### src/rtl/parking_alert_pkg.sv
`default_nettype none
// ============================================================================
// Module      : parking_alert_pkg
// Description : Shared types and helpers for the parking alert LED sequencer.
//               - alert_state_t : per-channel sequencer state
//               - MODE_BURST / MODE_CONT : values of the per-channel mode input
//               - cnt_width()   : width of the phase/blink counters
// Revision    : 1.0 - initial release
// ============================================================================
package parking_alert_pkg;

  typedef enum logic [1:0] {
    IDLE = 2'd0,
    ON   = 2'd1,
    OFF  = 2'd2
  } alert_state_t;

  localparam logic MODE_BURST = 1'b0;
  localparam logic MODE_CONT  = 1'b1;

  // Counters must hold the largest terminal value among the blink count and
  // the two phase lengths; +1 so that e.g. a max of 4 still gets 3 bits.
  function automatic int cnt_width(input int blinks, input int on_ticks,
                                   input int off_ticks);
    int m;
    m = blinks;
    if (on_ticks > m)  m = on_ticks;
    if (off_ticks > m) m = off_ticks;
    return $clog2(m + 1);
  endfunction

endpackage
`default_nettype wire

### src/rtl/parking_alert_blinker_channel.sv
`default_nettype none
// ============================================================================
// Module      : alert_channel
// Description : One alert channel: trigger edge detect, IDLE/ON/OFF blink
//               sequencer with burst or continuous mode, retrigger and clear.
// Ports       : clk_1Hz  in  tick clock (rising edge)
//               reset    in  synchronous, active-low
//               trigger  in  alert request (synchronous to clk_1Hz)
//               mode     in  0 = burst of BLINKS blinks, 1 = continuous
//               clear    in  synchronous abort, wins over a simultaneous rise
//               led      out registered LED drive, high exactly in ON
//               busy     out registered, high in ON and OFF
//               done     out one-cycle pulse on normal completion
// Revision    : 1.0 - initial release
// ============================================================================
module alert_channel
  import parking_alert_pkg::*;
#(
  parameter int BLINKS    = 3,
  parameter int ON_TICKS  = 1,
  parameter int OFF_TICKS = 1
) (
  input  logic clk_1Hz,
  input  logic reset,
  input  logic trigger,
  input  logic mode,
  input  logic clear,
  output logic led,
  output logic busy,
  output logic done
);

  localparam int CNT_W = cnt_width(BLINKS, ON_TICKS, OFF_TICKS);

  localparam logic [CNT_W-1:0] c_on_last    = CNT_W'(ON_TICKS - 1);
  localparam logic [CNT_W-1:0] c_off_last   = CNT_W'(OFF_TICKS - 1);
  localparam logic [CNT_W-1:0] c_blink_last = CNT_W'(BLINKS - 1);
  localparam logic [CNT_W-1:0] c_cnt_max    = '1;

  alert_state_t     state_q, state_d;
  logic [CNT_W-1:0] phase_cnt_q, phase_cnt_d;
  logic [CNT_W-1:0] blink_cnt_q, blink_cnt_d;
  logic             mode_q, mode_d;
  logic             trig_q, trig_d;
  logic             done_q, done_d;
  logic             led_q, led_d;
  logic             busy_q, busy_d;
  logic             w_rise;

  assign w_rise = trigger & ~trig_q;

  always_comb begin
    state_d     = state_q;
    phase_cnt_d = phase_cnt_q;
    blink_cnt_d = blink_cnt_q;
    mode_d      = mode_q;
    trig_d      = trigger;   // history follows the input even under clear
    done_d      = 1'b0;

    if (clear) begin
      state_d     = IDLE;
      phase_cnt_d = '0;
      blink_cnt_d = '0;
    end else if (w_rise) begin
      // Start or restart; an abandoned sequence never reports done.
      state_d     = ON;
      phase_cnt_d = '0;
      blink_cnt_d = '0;
      mode_d      = mode;
    end else begin
      case (state_q)
        ON: begin
          if (phase_cnt_q == c_on_last) begin
            state_d     = OFF;
            phase_cnt_d = '0;
          end else begin
            phase_cnt_d = phase_cnt_q + 1'b1;
          end
        end
        OFF: begin
          if (phase_cnt_q == c_off_last) begin
            phase_cnt_d = '0;
            // Saturating so a long continuous run cannot wrap the counter.
            if (blink_cnt_q != c_cnt_max) blink_cnt_d = blink_cnt_q + 1'b1;
            if (mode_q == MODE_BURST) begin
              if (blink_cnt_q == c_blink_last) begin
                state_d     = IDLE;
                blink_cnt_d = '0;
                done_d      = 1'b1;
              end else begin
                state_d = ON;
              end
            end else if (trigger) begin
              state_d = ON;
            end else begin
              state_d     = IDLE;
              blink_cnt_d = '0;
              done_d      = 1'b1;
            end
          end else begin
            phase_cnt_d = phase_cnt_q + 1'b1;
          end
        end
        IDLE:    ;
        default: state_d = IDLE;
      endcase
    end

    led_d  = (state_d == ON);
    busy_d = (state_d != IDLE);
  end

  always_ff @(posedge clk_1Hz) begin
    if (!reset) begin
      state_q     <= IDLE;
      phase_cnt_q <= '0;
      blink_cnt_q <= '0;
      mode_q      <= 1'b0;
      trig_q      <= 1'b0;
      done_q      <= 1'b0;
      led_q       <= 1'b0;
      busy_q      <= 1'b0;
    end else begin
      state_q     <= state_d;
      phase_cnt_q <= phase_cnt_d;
      blink_cnt_q <= blink_cnt_d;
      mode_q      <= mode_d;
      trig_q      <= trig_d;
      done_q      <= done_d;
      led_q       <= led_d;
      busy_q      <= busy_d;
    end
  end

  assign led  = led_q;
  assign busy = busy_q;
  assign done = done_q;

endmodule
`default_nettype wire

### src/rtl/parking_alert_blinker.sv
`default_nettype none
// ============================================================================
// Module      : parking_alert_blinker
// Description : NUM_CH independent LED alert sequencers for the parking
//               controller front panel (lot full, gate fault, barrier open..).
// Ports       : clk_1Hz  in  1 Hz tick clock
//               reset    in  synchronous, active-low
//               trigger  in  [NUM_CH] per-channel alert request
//               mode     in  [NUM_CH] 0 = burst, 1 = continuous
//               clear    in  [NUM_CH] per-channel synchronous abort
//               led      out [NUM_CH] registered LED drive
//               busy     out [NUM_CH] channel not idle
//               done     out [NUM_CH] one-cycle completion pulse
// Revision    : 1.0 - initial release
// ============================================================================
module parking_alert_blinker
  import parking_alert_pkg::*;
#(
  parameter int NUM_CH    = 4,
  parameter int BLINKS    = 3,
  parameter int ON_TICKS  = 1,
  parameter int OFF_TICKS = 1
) (
  input  logic              clk_1Hz,
  input  logic              reset,
  input  logic [NUM_CH-1:0] trigger,
  input  logic [NUM_CH-1:0] mode,
  input  logic [NUM_CH-1:0] clear,
  output logic [NUM_CH-1:0] led,
  output logic [NUM_CH-1:0] busy,
  output logic [NUM_CH-1:0] done
);

  // Channels share nothing but the clock and reset.
  for (genvar i = 0; i < NUM_CH; i++) begin : g_ch
    alert_channel #(
      .BLINKS   (BLINKS),
      .ON_TICKS (ON_TICKS),
      .OFF_TICKS(OFF_TICKS)
    ) u_channel (
      .clk_1Hz(clk_1Hz),
      .reset  (reset),
      .trigger(trigger[i]),
      .mode   (mode[i]),
      .clear  (clear[i]),
      .led    (led[i]),
      .busy   (busy[i]),
      .done   (done[i])
    );
  end

endmodule
`default_nettype wire

### config.mk
export PLATFORM = sky130hd
export DESIGN_NAME = parking_alert_blinker
export DESIGN_NICKNAME = d
export VERILOG_FILES = /design/src/rtl/parking_alert_pkg.sv /design/src/rtl/parking_alert_blinker_channel.sv /design/src/rtl/parking_alert_blinker.sv
export SDC_FILE = /design/constraint.sdc
export NUM_CORES = 1
export LEC_CHECK = 0
export BUFFER_PORTS_ARGS = -buffer_cell sky130_fd_sc_hd__buf_4
export CORE_MARGIN = 2
export CORE_UTILIZATION = 53
export CTS_CLUSTER_SIZE = 28
export DETAILED_ROUTE_END_ITERATION = 12
export HOLD_SLACK_MARGIN = 0.02
export PLACE_DENSITY = 0.82
export SYNTH_ARGS = -nofsm -noshare
export SYNTH_HDL_FRONTEND = slang
export SYNTH_SLANG_ARGS = --single-unit
### constraint.sdc
create_clock -name clk_1Hz -period 1.4 [get_ports clk_1Hz]
set_clock_uncertainty 0.05 [all_clocks]
set_input_delay 0.07 -clock clk_1Hz [delete_from_list [all_inputs] [get_ports clk_1Hz]]
set_output_delay 0.07 -clock clk_1Hz [all_outputs]
set_load 0.1 [all_outputs]
After elaboration in Yosys (flattened, before gate mapping):

Cells that the tools add are included.

* add/subtract/negate cells: 8
* magnitude comparators: 0
* bitwise logic cells: 21
* mux-type cells: 64
* shift operators: 0
* multiply operators: 0
* equal/unequal tests: 20
* divide/modulo/power cells: 0
* reductions and logical operators: 32

Operators by type and width (number)
* 2-bit two-way mux: 40
* 2-bit one-hot mux with 3 select lines: 4
* 1-bit two-way mux: 20
* 5-bit OR reduction: 4
* 1-bit NOT: 17
* 2-bit by 1-bit adder with 2-bit output (second input constant): 8
* 2-bit by 1-bit == test with 1-bit output (second input constant): 8
* 2-bit == test (second input constant): 8
* 2-bit logical NOT: 8
* 2-bit AND reduction: 8
* 3-bit OR reduction: 4
* 2-bit != test (second input constant): 4
* 2-bit nonzero test: 4
* 2-bit OR reduction: 4
* 1-bit bitwise AND: 4

* memories: 0
* register bits: 44
* input port bits: 14
* output and inout port bits: 12
* bits in writable memories: 0
* ROM bits: 0
* logic and storage cells: 177
* bits in latches: 0

Longest topological paths before layout:

* word-level depth: 8
* mapped depth: 6
* depth with buffers taken out: 6

Hierarchy:

From an unflattened synthesis, not the netlist that was laid out.

* cells, all modules: 260
* area total of the unflattened synthesis: 2497.4 sq um

By module, submodules not included
* alert_channel: cells each 65, area an instance 624.3 sq um, instances 4, seq. area each 220.2 sq um

Worst setup path after synthesis:

No wires, ideal clock.

* kind: register to register
* from: reg g_ch[1].u_channel.state_q[0]
* to: reg g_ch[1].u_channel.busy_q
* required time: 1236 ps
* path buffers: 0
* path slack: 6 ps
* clock period less this slack: 1394 ps
* arrival time: 1230 ps
* stages on the path, launching flop included: 7
* library setup time: 114 ps
* cell sequence: dfxtp_1 > inv_1 > ha_1 > nand3b_1 > o31ai_2 > o211ai_2 > a21bo_1

* word-level cells in the longest chain between the ends: 5
* elaborated cells between the ends (all ways): 9
* those cells by class: eq/ne: 2; mux: 5; reduce/logical: 2

RTL lines
* from (decl): line parking_alert_blinker_channel.sv:40 `alert_state_t state_q, state_d;`
* from (signal assigned): line parking_alert_blinker_channel.sv:124 `state_q <= state_d;`
* 2-bit == test, or another cell as far along: line parking_alert_blinker_channel.sv:71 `case (state_q)`
* 2-bit one-hot mux with 3 select lines *: line parking_alert_blinker_channel.sv:71
* 2-bit two-way mux *: line parking_alert_blinker_channel.sv:64 `end else if (w_rise) begin`
* 2-bit two-way mux *: line parking_alert_blinker_channel.sv:60 `if (clear) begin`
* 2-bit nonzero test *: line parking_alert_blinker_channel.sv:110 `busy_d = (state_d != IDLE);`
* to (signal assigned): line parking_alert_blinker_channel.sv:131 `busy_q <= busy_d;`
* to (decl): line parking_alert_blinker_channel.sv:47 `logic busy_q, busy_d;`

Mark *: on every way between the ends. The rest lies on a longest branch, timed or not.
A chain may end at the register's enable or synchronous reset.

Worst setup path after layout:

* from: reg g_ch[1].u_channel.state_q[1]
* to: reg g_ch[1].u_channel.busy_q

The elaborated chain is that of the path after synthesis.

==> impl_metrics.env <==
export IMPL_status="completed"
export IMPL_cts_root_buffer="clkbuf_8"
export IMPL_nets=376
export IMPL_drive_gt1_frac=0.307
export IMPL_report_final_slew_viol_count=0
export IMPL_cp_required_ns=1.55
export IMPL_rsz0062_at_grt="true"
export IMPL_syn_instance_count=280
export IMPL_overflow=0
export IMPL_irDropWorstVdd_mv=0.579
export IMPL_syn_nets=334
export IMPL_yosysTopAreaCellShare=0.355
export IMPL_max_freq_mhz=731
export IMPL_powerDensity_nw_per_um2=801
export IMPL_p_total_w=0.00252
export IMPL_firstDrtPassIters=4
export IMPL_synth_ff_type="dfxtp_1"
export IMPL_relSlewSlack=0.806
export IMPL_grt_usage=0.185
export IMPL_portBuffers=25
export IMPL_core_um2=4440
export IMPL_dieArea_um2=5250
export IMPL_via_per_inst=5.23
export IMPL_crit_chain="inv_1 -> ha_2 -> nand3b_1 -> nand3_1 -> o211ai_2 -> a21bo_1"
export IMPL_ys_warnings_count=0
export IMPL_clock_latency_ns=0.30
export IMPL_gp_congestion=0.851
export IMPL_cp_arrival_ns=1.52
export IMPL_yosysTopAreaCell="dfxtp_1"
export IMPL_yosys_cell_count_top_type="dfxtp_1"
export IMPL_cp_max_fo=5
export IMPL_die_y_um=72.4
export IMPL_fin_crit_sh=0.977
export IMPL_period_minus_slack_ns=1.37
export IMPL_grtUsageMet1=0.200
export IMPL_dpl_cell_area_um2=2710
export IMPL_htree_levels=2
export IMPL_clkTransAtPathRegs_ns=0.08
export IMPL_grt_use_met2=0.343
export IMPL_synth_cell_types=36
export IMPL_cts_tree="done"
export IMPL_path_buf_inv=1
export IMPL_dr_total_vias=1963
export IMPL_fin_area_um2=3140
export IMPL_synth_avg_cell_area_um2=8.87
export IMPL_clock_sinks=44
export IMPL_io_pins=26
export IMPL_drc=0
export IMPL_grt_pass1_vias=1944
export IMPL_async_flop_share=0
export IMPL_hpwlAfterDp_mm=3.30
export IMPL_worst_pin_slew_ns=0.290
export IMPL_synth_common_cells="dfxtp_1 (44), ha_1 (40), nor2_1 (31)"
export IMPL_cp_start_kind="flop"
export IMPL_synth_area_leaders="dfxtp_1 (35%), ha_1 (20%), nor2_1 (4.7%)"
export IMPL_synth_edff_count=0
export IMPL_final_setup_viol_count=0
export IMPL_ys_seq_area_frac=0.355
export IMPL_cts_max_path_buffers=2
export IMPL_rows=24
export IMPL_wl_per_cell_um=12.8
export IMPL_grt_busiest_layer="met2"
export IMPL_hold_ws_ns=0.0406
export IMPL_p_leak_nw=1.25
export IMPL_slowest_delay_ns=0.37
export IMPL_wirelength_mm=4.78
export IMPL_hold_class="primary input to flop"
export IMPL_grt_antenna_before_repair=0
export IMPL_area_growth_pct=26.7
export IMPL_crit_slowest_cell="dfxtp_4"
export IMPL_finalHoldViolCount=0
export IMPL_worstSetupPathType="flop to flop"
export IMPL_cp_end_kind="flop"
export IMPL_ys_ff_latch=44
export IMPL_maxCapViolCount=0
export IMPL_grt_met3_usage=0.0333
export IMPL_n_antenna_cell=0
export IMPL_ant_nets=0
export IMPL_path_delay_family="compound AO/OA/AOI/OAI gates"
export IMPL_initialDrtViolationCount=72
export IMPL_start_util=0.559
export IMPL_grt_max_degree=15
export IMPL_synthesis_area_um2=2480
export IMPL_die_w_um=72.4
export IMPL_cts_buffers=5
export IMPL_grt_pass1_wl_mm=7.69
-- layout by cell type, fill, tap and decap left out, drive strengths merged, types with 6 or more instances in the layout --
master,instances
nor2,31
nand3b,7
dfxtp,44
ha,40
mux2i,8
dlygate4sd3,12
nand2,20
nand2b,12
clkbuf,7
o31ai,6
nor2b,7
a21oi,13
buf,36
inv,28
o21ai,8
-- flip-flops by register name, summed over array words and instances (netlist names) --
signal and count:
g_ch.u_channel.trig_q 4, g_ch.u_channel.state_q 8, g_ch.u_channel.blink_cnt_q 8, g_ch.u_channel.led 4, g_ch.u_channel.phase_cnt_q 8, g_ch.u_channel.mode_q 4
g_ch.u_channel.done 4, g_ch.u_channel.busy 4
-- path summary, 6_finish.rpt --
| path | from | to | slack, ns | cells after the start |
|---|---|---|---|---|
| worst max-delay path | g_ch[1].u_channel.state_q[1]$_SDFF_PN0_ | g_ch[1].u_channel.busy$_SDFF_PN0_ | 0.03 | 6 |
| worst min-delay path | reset | g_ch[1].u_channel.busy$_SDFF_PN0_ | 0.04 | 2 |
| worst max register to register | g_ch[1].u_channel.state_q[1]$_SDFF_PN0_ | g_ch[1].u_channel.busy$_SDFF_PN0_ | 0.03 | 6 |
| worst min register to register | g_ch[2].u_channel.phase_cnt_q[0]$_SDFFE_PP0P_ | g_ch[2].u_channel.phase_cnt_q[0]$_SDFFE_PP0P_ | 0.47 | 2 |
-- layer usage --
layer	wire length [um]	share of wire
met3	135	0.028
met1	2080	0.43
met4	89	0.019
met5	0	0
met2	2480	0.52
-- cell families after synthesis --
group                    count (synthesis)  synth area share
multiplexers                             8            0.0323
flip-flops                              44             0.355
AND/OR/NAND/NOR                         97             0.197
adder cells (fa/ha/maj)                 40             0.202
AO/OA/AOI/OAI                           50             0.134
buffers and inverters                   41            0.0801
-- worst reg2reg max path, cell delays in order (launching register included) --
cell and delay [ns]:
dfxtp_4 0.37, inv_1 0.07, ha_2 0.18, nand3b_1 0.09
nand3_1 0.10, o211ai_2 0.19, a21bo_1 0.21
-- metrics by stage --
| step | util | setup TNS, ns | cells | worst slack (ns) |
|---|---|---|---|---|
| 3_3_place_gp | 0.610 | 0 | 353 | 0.0395 |
| 3_5_place_dp | 0.610 | -0.106 | 353 | -0.0455 |
| 6_report | 0.707 | 0 | 375 | 0.0321 |
| 5_1_grt | 0.707 | -0.165 | 375 | -0.0389 |
| 2_1_floorplan | - | 0 | 280 | 0.00599 |
| 4_1_cts | 0.666 | -0.00970 | 373 | -0.00590 |
-- area by class of cell --
type / instances / area [um^2]
well taps: 52 / 65.1
clock buffers: 7 / 86.3
clock inverters: 1 / 7.51
multi-input cells: 195 / 1590
flip-flops and latches: 44 / 898
repair buffers: 48 / 390
fillers: 332 / 1300
inverters: 28 / 105
-- power breakdown --
| group | switching, W | internal (W) |
|---|---|---|
| Sequential | 0.0000226 | 0.00128 |
| Combinational | 0.000233 | 0.000152 |
| Clock | 0.000430 | 0.000401 |
| Total | 0.000685 | 0.00183 |
-- repair_timing --
item                                   in CTS  in global routing
pin swaps                                   1                 19
endpoints found under the hold margin       8                  0
hold buffers                               12                  0
gates resized for setup                    12                 51
setup buffers                               0                  2
setup endpoints to repair                   9                 20
No activity file was read; power rests on OpenSTA's default activity.
